### src/rtl/mem_port_arbiter.sv
// mem_port_arbiter
//
// Shares one memory port between three requesters: the icache read path,
// the dcache miss read path and the write queue drain path. One transaction
// is granted at a time and held until the memory signals completion with
// ramready. Every grant is followed by one IDLE cycle, so a requester that
// has just completed can drop its request before arbitration runs again.
//
// Ordering and fairness:
//   - A dcache miss that hits a queued dirty line drains the write queue
//     first (read-after-write ordering).
//   - A full write queue always drains first.
//   - An icache request waiting STARVE_LIMIT cycles beats dcache reads.
//
// Ports:
//   CLK, RST            clock, synchronous active-high reset
//   iREN, iaddr         icache read request / address
//   dmissREN, dmissaddr dcache miss read request / address
//   dqueueWEN           write queue has a head entry to drain
//   full                write queue full
//   dqueue_match        dmissaddr matches a queued write entry
//   wdaddr, dstore      write queue head address / data
//   ramready            memory completes the current access this cycle
//   ramload             memory read data
//   ramREN, ramWEN      memory read / write strobes
//   ramaddr, ramstore   memory address / write data
//   iwait, dwait        icache / dcache wait, low only in completion cycle
//   wq_dwait            write queue wait, low in completion cycle (pops head)
//   iload, dload        read data passthrough to the caches

module mem_port_arbiter #(
    parameter int STARVE_LIMIT = 8
) (
    input  logic        CLK,
    input  logic        RST,
    input  logic        iREN,
    input  logic [31:0] iaddr,
    input  logic        dmissREN,
    input  logic [31:0] dmissaddr,
    input  logic        dqueueWEN,
    input  logic        full,
    input  logic        dqueue_match,
    input  logic [31:0] wdaddr,
    input  logic [31:0] dstore,
    input  logic        ramready,
    input  logic [31:0] ramload,
    output logic        ramREN,
    output logic        ramWEN,
    output logic [31:0] ramaddr,
    output logic [31:0] ramstore,
    output logic        iwait,
    output logic        dwait,
    output logic        wq_dwait,
    output logic [31:0] iload,
    output logic [31:0] dload
);

    localparam int CW = $clog2(STARVE_LIMIT + 1);
    localparam logic [CW-1:0] LIMIT = CW'(STARVE_LIMIT);

    localparam logic [1:0] IDLE   = 2'd0;
    localparam logic [1:0] IREAD  = 2'd1;
    localparam logic [1:0] DREAD  = 2'd2;
    localparam logic [1:0] WDRAIN = 2'd3;

    logic [1:0]    state;
    logic [1:0]    next_state;
    logic [CW-1:0] istarve;

    // Grant selection. Arbitration only happens in IDLE; a granted access
    // always returns to IDLE on completion, which produces the bubble cycle.
    always_comb begin
        next_state = state;
        case (state)
            IDLE: begin
                if (full && dqueueWEN)
                    next_state = WDRAIN;
                else if (iREN && istarve == LIMIT)
                    next_state = IREAD;
                else if (dmissREN && dqueue_match && dqueueWEN)
                    // Keep draining until the conflicting entry has left.
                    next_state = WDRAIN;
                else if (dmissREN)
                    next_state = DREAD;
                else if (iREN)
                    next_state = IREAD;
                else if (dqueueWEN)
                    next_state = WDRAIN;
                else
                    next_state = IDLE;
            end
            IREAD, DREAD, WDRAIN: begin
                if (ramready)
                    next_state = IDLE;
            end
            default: next_state = IDLE;
        endcase
    end

    always_ff @(posedge CLK) begin
        if (RST) begin
            state   <= IDLE;
            istarve <= '0;
        end else begin
            state <= next_state;
            // The counter measures how long an icache request has been
            // waiting, so it is frozen at zero while that request is served.
            if (!iREN || state == IREAD)
                istarve <= '0;
            else if (istarve != LIMIT)
                istarve <= istarve + CW'(1);
        end
    end

    // Moore outputs: the port reflects only the registered grant.
    always_comb begin
        ramREN   = 1'b0;
        ramWEN   = 1'b0;
        ramaddr  = 32'd0;
        ramstore = 32'd0;
        case (state)
            IREAD: begin
                ramREN  = 1'b1;
                ramaddr = iaddr;
            end
            DREAD: begin
                ramREN  = 1'b1;
                ramaddr = dmissaddr;
            end
            WDRAIN: begin
                ramWEN   = 1'b1;
                ramaddr  = wdaddr;
                ramstore = dstore;
            end
            default: ;
        endcase
    end

    assign iwait    = !(state == IREAD  && ramready);
    assign dwait    = !(state == DREAD  && ramready);
    assign wq_dwait = !(state == WDRAIN && ramready);

    assign iload = ramload;
    assign dload = ramload;

endmodule
### config.mk
export PLATFORM = sky130hd
export DESIGN_NAME = mem_port_arbiter
export DESIGN_NICKNAME = d
export VERILOG_FILES = /design/src/rtl/mem_port_arbiter.sv
export SDC_FILE = /design/constraint.sdc
export NUM_CORES = 1
export LEC_CHECK = 0
export BUFFER_PORTS_ARGS = -buffer_cell sky130_fd_sc_hd__buf_2
export CAP_MARGIN = 20
export CORE_AREA = 2 2 115 117
export CTS_BUF_LIST = sky130_fd_sc_hd__clkbuf_2 sky130_fd_sc_hd__clkbuf_4 sky130_fd_sc_hd__clkbuf_8
export DETAILED_ROUTE_END_ITERATION = 8
export DIE_AREA = 0 0 117 119
export SYNTH_ARGS = -nofsm -noshare
export SYNTH_HDL_FRONTEND = slang
export SYNTH_SLANG_ARGS = --single-unit
### constraint.sdc
create_clock -name CLK -period 1.8 [get_ports CLK]
set_clock_uncertainty 0.1 [all_clocks]
set_input_delay 0.18 -clock CLK [delete_from_list [all_inputs] [get_ports CLK]]
set_output_delay 0.18 -clock CLK [all_outputs]
set_load 0.05 [all_outputs]
Word-level counts from Yosys, hierarchy flattened
Index checks and enable logic that the tools add are counted.
- bits in registers: 6
- mux-type cells: 12
- eq/ne operators: 6
- add/subtract/negate cells: 1
- reductions and logical operators: 16
- operator list (cell ; count):
    $pmux 32 s3 ; 1
    $mux 32 ; 1
    $mux 2 ; 7
    $logic_and 1x1->1 ; 7
    $add 4x1->4 const B ; 1
    $eq 2x2->1 const B ; 2
    $eq 4x4->1 const B ; 1
    $logic_not 1->1 ; 4
    $ne 4x4->1 const B ; 1
    $pmux 2 s2 ; 1
    $reduce_or 2->1 ; 2
    $reduce_or 3->1 ; 1
    $eq 2x1->1 const B ; 1
    $logic_not 2->1 ; 1
    $mux 1 ; 2
    $ne 2x2->1 const B ; 1
    $logic_or 1x1->1 ; 1

Logic depth before layout (Yosys ltp)
- word-level depth: 7
- mapped depth: 6
- mapped depth without buffers: 5

Worst setup path before layout
Ideal clock, no wire load.
- path type: register -> output
- start: register state[1]
- end: output port ramaddr[11]
- stages on the path, launching flop included: 6
- slack: -0.515 ns
- arrival: 2.035 ns
- path buffers: 2
- cell sequence: dfxtp_1 -> ha_1 -> buf_2 -> buf_2 -> a222oi_1 -> nor2_1
- cells in the longest elaborated chain, start to end: 2
- elaborated cells between the ends (all ways): 4
- classes of those cells: 3 x eq/ne; 1 x mux
- RTL lines (item ; line ; text):
    start: declaration ; 66 ; logic [1:0] state;
    start signal: assignment ; 105 ; state <= next_state;
    $eq 2x2->1 or $eq 2x1->1 (tied branches) ; 121 ; case (state)
    $pmux 32 s3 (*) ; 121 ;
    end: declaration ; 49 ; output logic [31:0] ramaddr,
Mark *: on every way between the ends. The rest lies on a longest branch, timed or not.

Worst setup path in the final report
- start: register state[0]
- end: output port ramaddr[25]
The elaborated chain is that of the path after synthesis.

==> run summary <==
The net count after synthesis came out at 399. The switching portion of total power came out at 47.3%. After layout, the design draws a total of 0.00214 W. The critical path ends at ramaddr[25].

The highest achievable clock rate came out at 484 MHz. The violation count after the first detailed-routing iteration came out at 157. The first global-routing pass estimated 11.3 mm of wire.

Entering global routing, the biggest net connects 31 pins. The net load switching power came out at 0.00101 W. By area the synthesized netlist is led by buf_4 (29%), a222oi_1 (19%), and2_1 (12%), nor2_1 (7.9%), dfxtp_1 (7.2%).

The slowest stage of the critical path is the dfxtp_4 cell. In this run, flip-flops and latches consume 7.4% of the power. For this configuration, the core starts out at a cell density of 12.9%. The depth of the most critical reg-to-reg path came out at 7. The final RePlAce weighted congestion came out at 0.780. TritonCTS built the clock tree.

The total internal power came out at 0.00113 W. In the routed design, unresolved DRC markers number 0. The minimum clock period is 2070 ps. The tightest min-delay check is of the input pin to flip-flop type.

The antenna diode instance count came out at 0. The area of the die came out at 0.0139 sq mm. The width of the die came out at 117 microns. The biggest area contributor in the post-synthesis netlist is buf_4. The number of antenna violations at the first check in global routing is 0. The stage delay of the slowest cell on the critical path came out at 350 ps. The cell area after layout is 0.00375 sq mm. The total area inside the core boundary comes to 0.0129 sq mm. The HPWL after detailed placement is 5.99 mm. The quantity of hold-fixing buffers added after cts is 0. The final worst-path setup slack is -266 ps. The level count of the clock H-tree is 1. The number of global-route vias before repair came out at 2216. The total leakage power is 1.74 nW.

At the pin with the least slew margin, the transition time is 526 ps. The share of the synthesized area in the top cell type is 29.0%. The maximum clock path buffer count is 2.

In the final design database the tool counted 577 nets. The number of pins exceeding their max-slew limit in the final report is 0. The total clock sinks came out at 6. Data on the critical path is required at its endpoint by 1520 ps.

Together, buffers and inverters on the worst path number 4. In this run the cell area of the synthesized design comes to 0.00166 sq mm. The iteration count of the initial detailed-routing pass came out at 5.

The max-capacitance violation count came out at 0. The number of synthesized register bits came out at 6. The number of endpoints failing setup at the final stage came out at 49.

Traced cell by cell, the critical path runs through buf_4, ha_4, buf_4, buf_6, a222oi_1, nor2_2, buf_6. Setup repair after global routing could not meet its margin everywhere. In this run the core area contains 42 standard-cell rows. 301 I/O pins were placed. The wire length per cell after detailed routing came out at 15.6 microns. The checks that failed: negative setup slack. The kind of start point of the critical path is a flip-flop.

The maximum fanout encountered on the critical timing path is 9. The overall track demand over capacity in global routing came out at 10.5%. The number of hold violations in the final report is 0. The maximum ir drop on the vdd rail is 0.000421 V. After detailed routing, the total wire length is 8.98 mm. The clock root buffer master is clkbuf_8. The netlist uses 27 different library cells.

The proportion of synthesized chip area in sequential cells came out at 7.25%. The mean cell area of the mapped netlist is 7.40 sq um. The clock-pin slew on the worst setup and hold paths came out at 30 ps. The power density over cell area is 571 mW/mm^2. The mean number of vias per cell came out at 4.05. In this run the critical register-to-register path is captured at state[0]. The worst reg-to-reg setup slack is 100 ps. In this run the number of cells on the critical path is 7.

The cell area reported after detailed placement is 0.00279 sq mm. The critical path is of the flip-flop to output pin type. The startpoint of the worst register-to-register path is state[1]. Measured against its own limit, the worst slew margin works out to 64.9%.

Across all layers, the routed design uses 2335 vias. The worst setup path is captured at an output pin. The total clock buffers created by CTS is 3. Combinational cells account for 83.1% of the total power. The number of synthesis warnings came out at 0. The flow ran to the end, but the final reports show violations. For the worst setup path, the data arrival time is 1790 ps.

The number of routed nets with antenna violations is 0. The critical path starts at state[0]. The clock network accounts for 9.5% of the total power.

The die extent in y is 119 microns. In the final layout, the share of cells above drive strength 1 is 79.5%. The area growth from synthesis to final layout came out at 126%. After technology mapping, the gate count stands at 224. The count of input and output buffers came out at 204. Global routing finished with a remaining overflow of 0.

For the worst-skew pair, the clock arrives at the later sink with an insertion delay of 220 ps. Of the available clock period, the critical path in the final layout requires 115%. The cell family contributing the most delay on the critical path is buffers and inverters.
-- cell usage in the layout, fill, tap and decap left out, types with 2 or more instances in the layout --
cell type / synthesis / final
dfxtp_1: 6 / 4
buf_4: 64 / 28
buf_16: 0 / 3
clkbuf_16: 0 / 4
buf_8: 0 / 31
ha_1: 7 / 3
and2_1: 32 / 14
buf_12: 0 / 7
inv_4: 0 / 2
ha_4: 0 / 4
and2_4: 0 / 18
nand3b_1: 2 / 2
buf_2: 3 / 137
nand2_1: 7 / 7
a222oi_1: 32 / 32
nor2_4: 0 / 16
a21oi_1: 2 / 2
nor2_2: 0 / 16
buf_6: 5 / 44
inv_1: 6 / 4
dfxtp_4: 0 / 2
clkbuf_8: 3 / 3
nor2_1: 35 / 3
-- power groups by stage --
stage	Sequential, W	Combinational, W	Clock, W
3_5_place_dp	0.000153	0.00135	0
5_1_grt	0.000162	0.00187	0.000219
4_1_cts	0.000159	0.00160	0.000211
3_3_place_gp	0.000153	0.00135	0
6_report	0.000159	0.00178	0.000204
2_1_floorplan	0.000154	0.00124	0
-- cell type report --
| type | count | area (sq um) |
|---|---|---|
| Clock buffer | 3 | 41.3 |
| Fill cell | 1344 | 9120 |
| Inverter | 6 | 27.5 |
| Multi-Input combinational cell | 130 | 1150 |
| Sequential cell | 6 | 128 |
| Tap cell | 176 | 220 |
| Timing Repair Buffer | 255 | 2190 |
-- repair_timing --
item	4_1_cts	5_1_grt
cloned	4	4
endpoints found under the setup margin	63	63
buffers inserted	3	4
endpoints found under the hold margin	0	0
resized for setup	118	99
pin swaps	25	19
-- per-stage QoR --
step                      worst slack (ps)  setup TNS, ps  hold WS, ps  std cells  util (%)
after detailed placement             -67.9           -878          261        558      21.7
final                                 -266          -6770         46.7        576      29.2
after global placement               -39.4           -458          261        558      21.7
after global routing                  -368         -11020         48.8        576      29.2
after CTS                             -246          -5030         38.3        568      25.6
after floorplan                      -99.3           -596          149        224         -
-- synthesized netlist by cell type (all sizes together) --
| master | count |
|---|---|
| a21oi | 3 |
| inv | 6 |
| or3 | 1 |
| and2 | 32 |
| xnor2 | 1 |
| o22ai | 1 |
| clkbuf | 10 |
| xor2 | 1 |
| nand2 | 7 |
| nor2 | 35 |
| nand3 | 1 |
| nor2b | 1 |
| mux2i | 1 |
| nand2b | 1 |
| o32a | 1 |
| a21o | 1 |
| nand3b | 2 |
| a311oi | 1 |
| buf | 72 |
| a222oi | 32 |
| ha | 7 |
| dfxtp | 6 |
| nor3b | 1 |
-- worst min path at each step --
stage / start / endpoint / slack (ps) / cells past startpoint
6_report: RST / state[1] / 50 / 2
3_5_place_dp: ramload[17] / dload[17] / 260 / 0
2_1_floorplan: RST / state[0] / 150 / 1
3_3_place_gp: ramload[17] / dload[17] / 260 / 0
5_1_grt: RST / state[0] / 50 / 2
4_1_cts: RST / state[1] / 40 / 2
-- cell families after synthesis --
kind of cell / after synthesis / share of synthesized area, %
flops: 6 / 7.25
mux: 1 / 0.604
compound gates: 39 / 22.4
xor+xnor: 2 / 1.06
fa+ha+maj: 7 / 5.28
buf+inv: 88 / 38.7
simple gates: 81 / 24.7
-- registers in the layout, summed over array words and instances, names as in the netlist --
name and cells:
state 2, istarve 4
-- worst register-to-register path, delay by kind of cell, from the launching register on --
family	cells	cell delay [ps]
AO/OA/AOI/OAI	2	490
adder cells (fa/ha/maj)	1	230
buffers and inverters	4	430
flip-flops	1	380
-- per-layer routing --
metal | part of all wire (%) | vias up | global-route usage, %
met5 | 0 | - | 0
met4 | 3.4 | 0 | 3.90
met3 | 7.1 | 30 | 2.04
met2 | 53 | 139 | 18.9
met1 | 37 | 1068 | 11.9
li1 | - | 1098 | -
No activity file was read; power rests on OpenSTA's default activity.
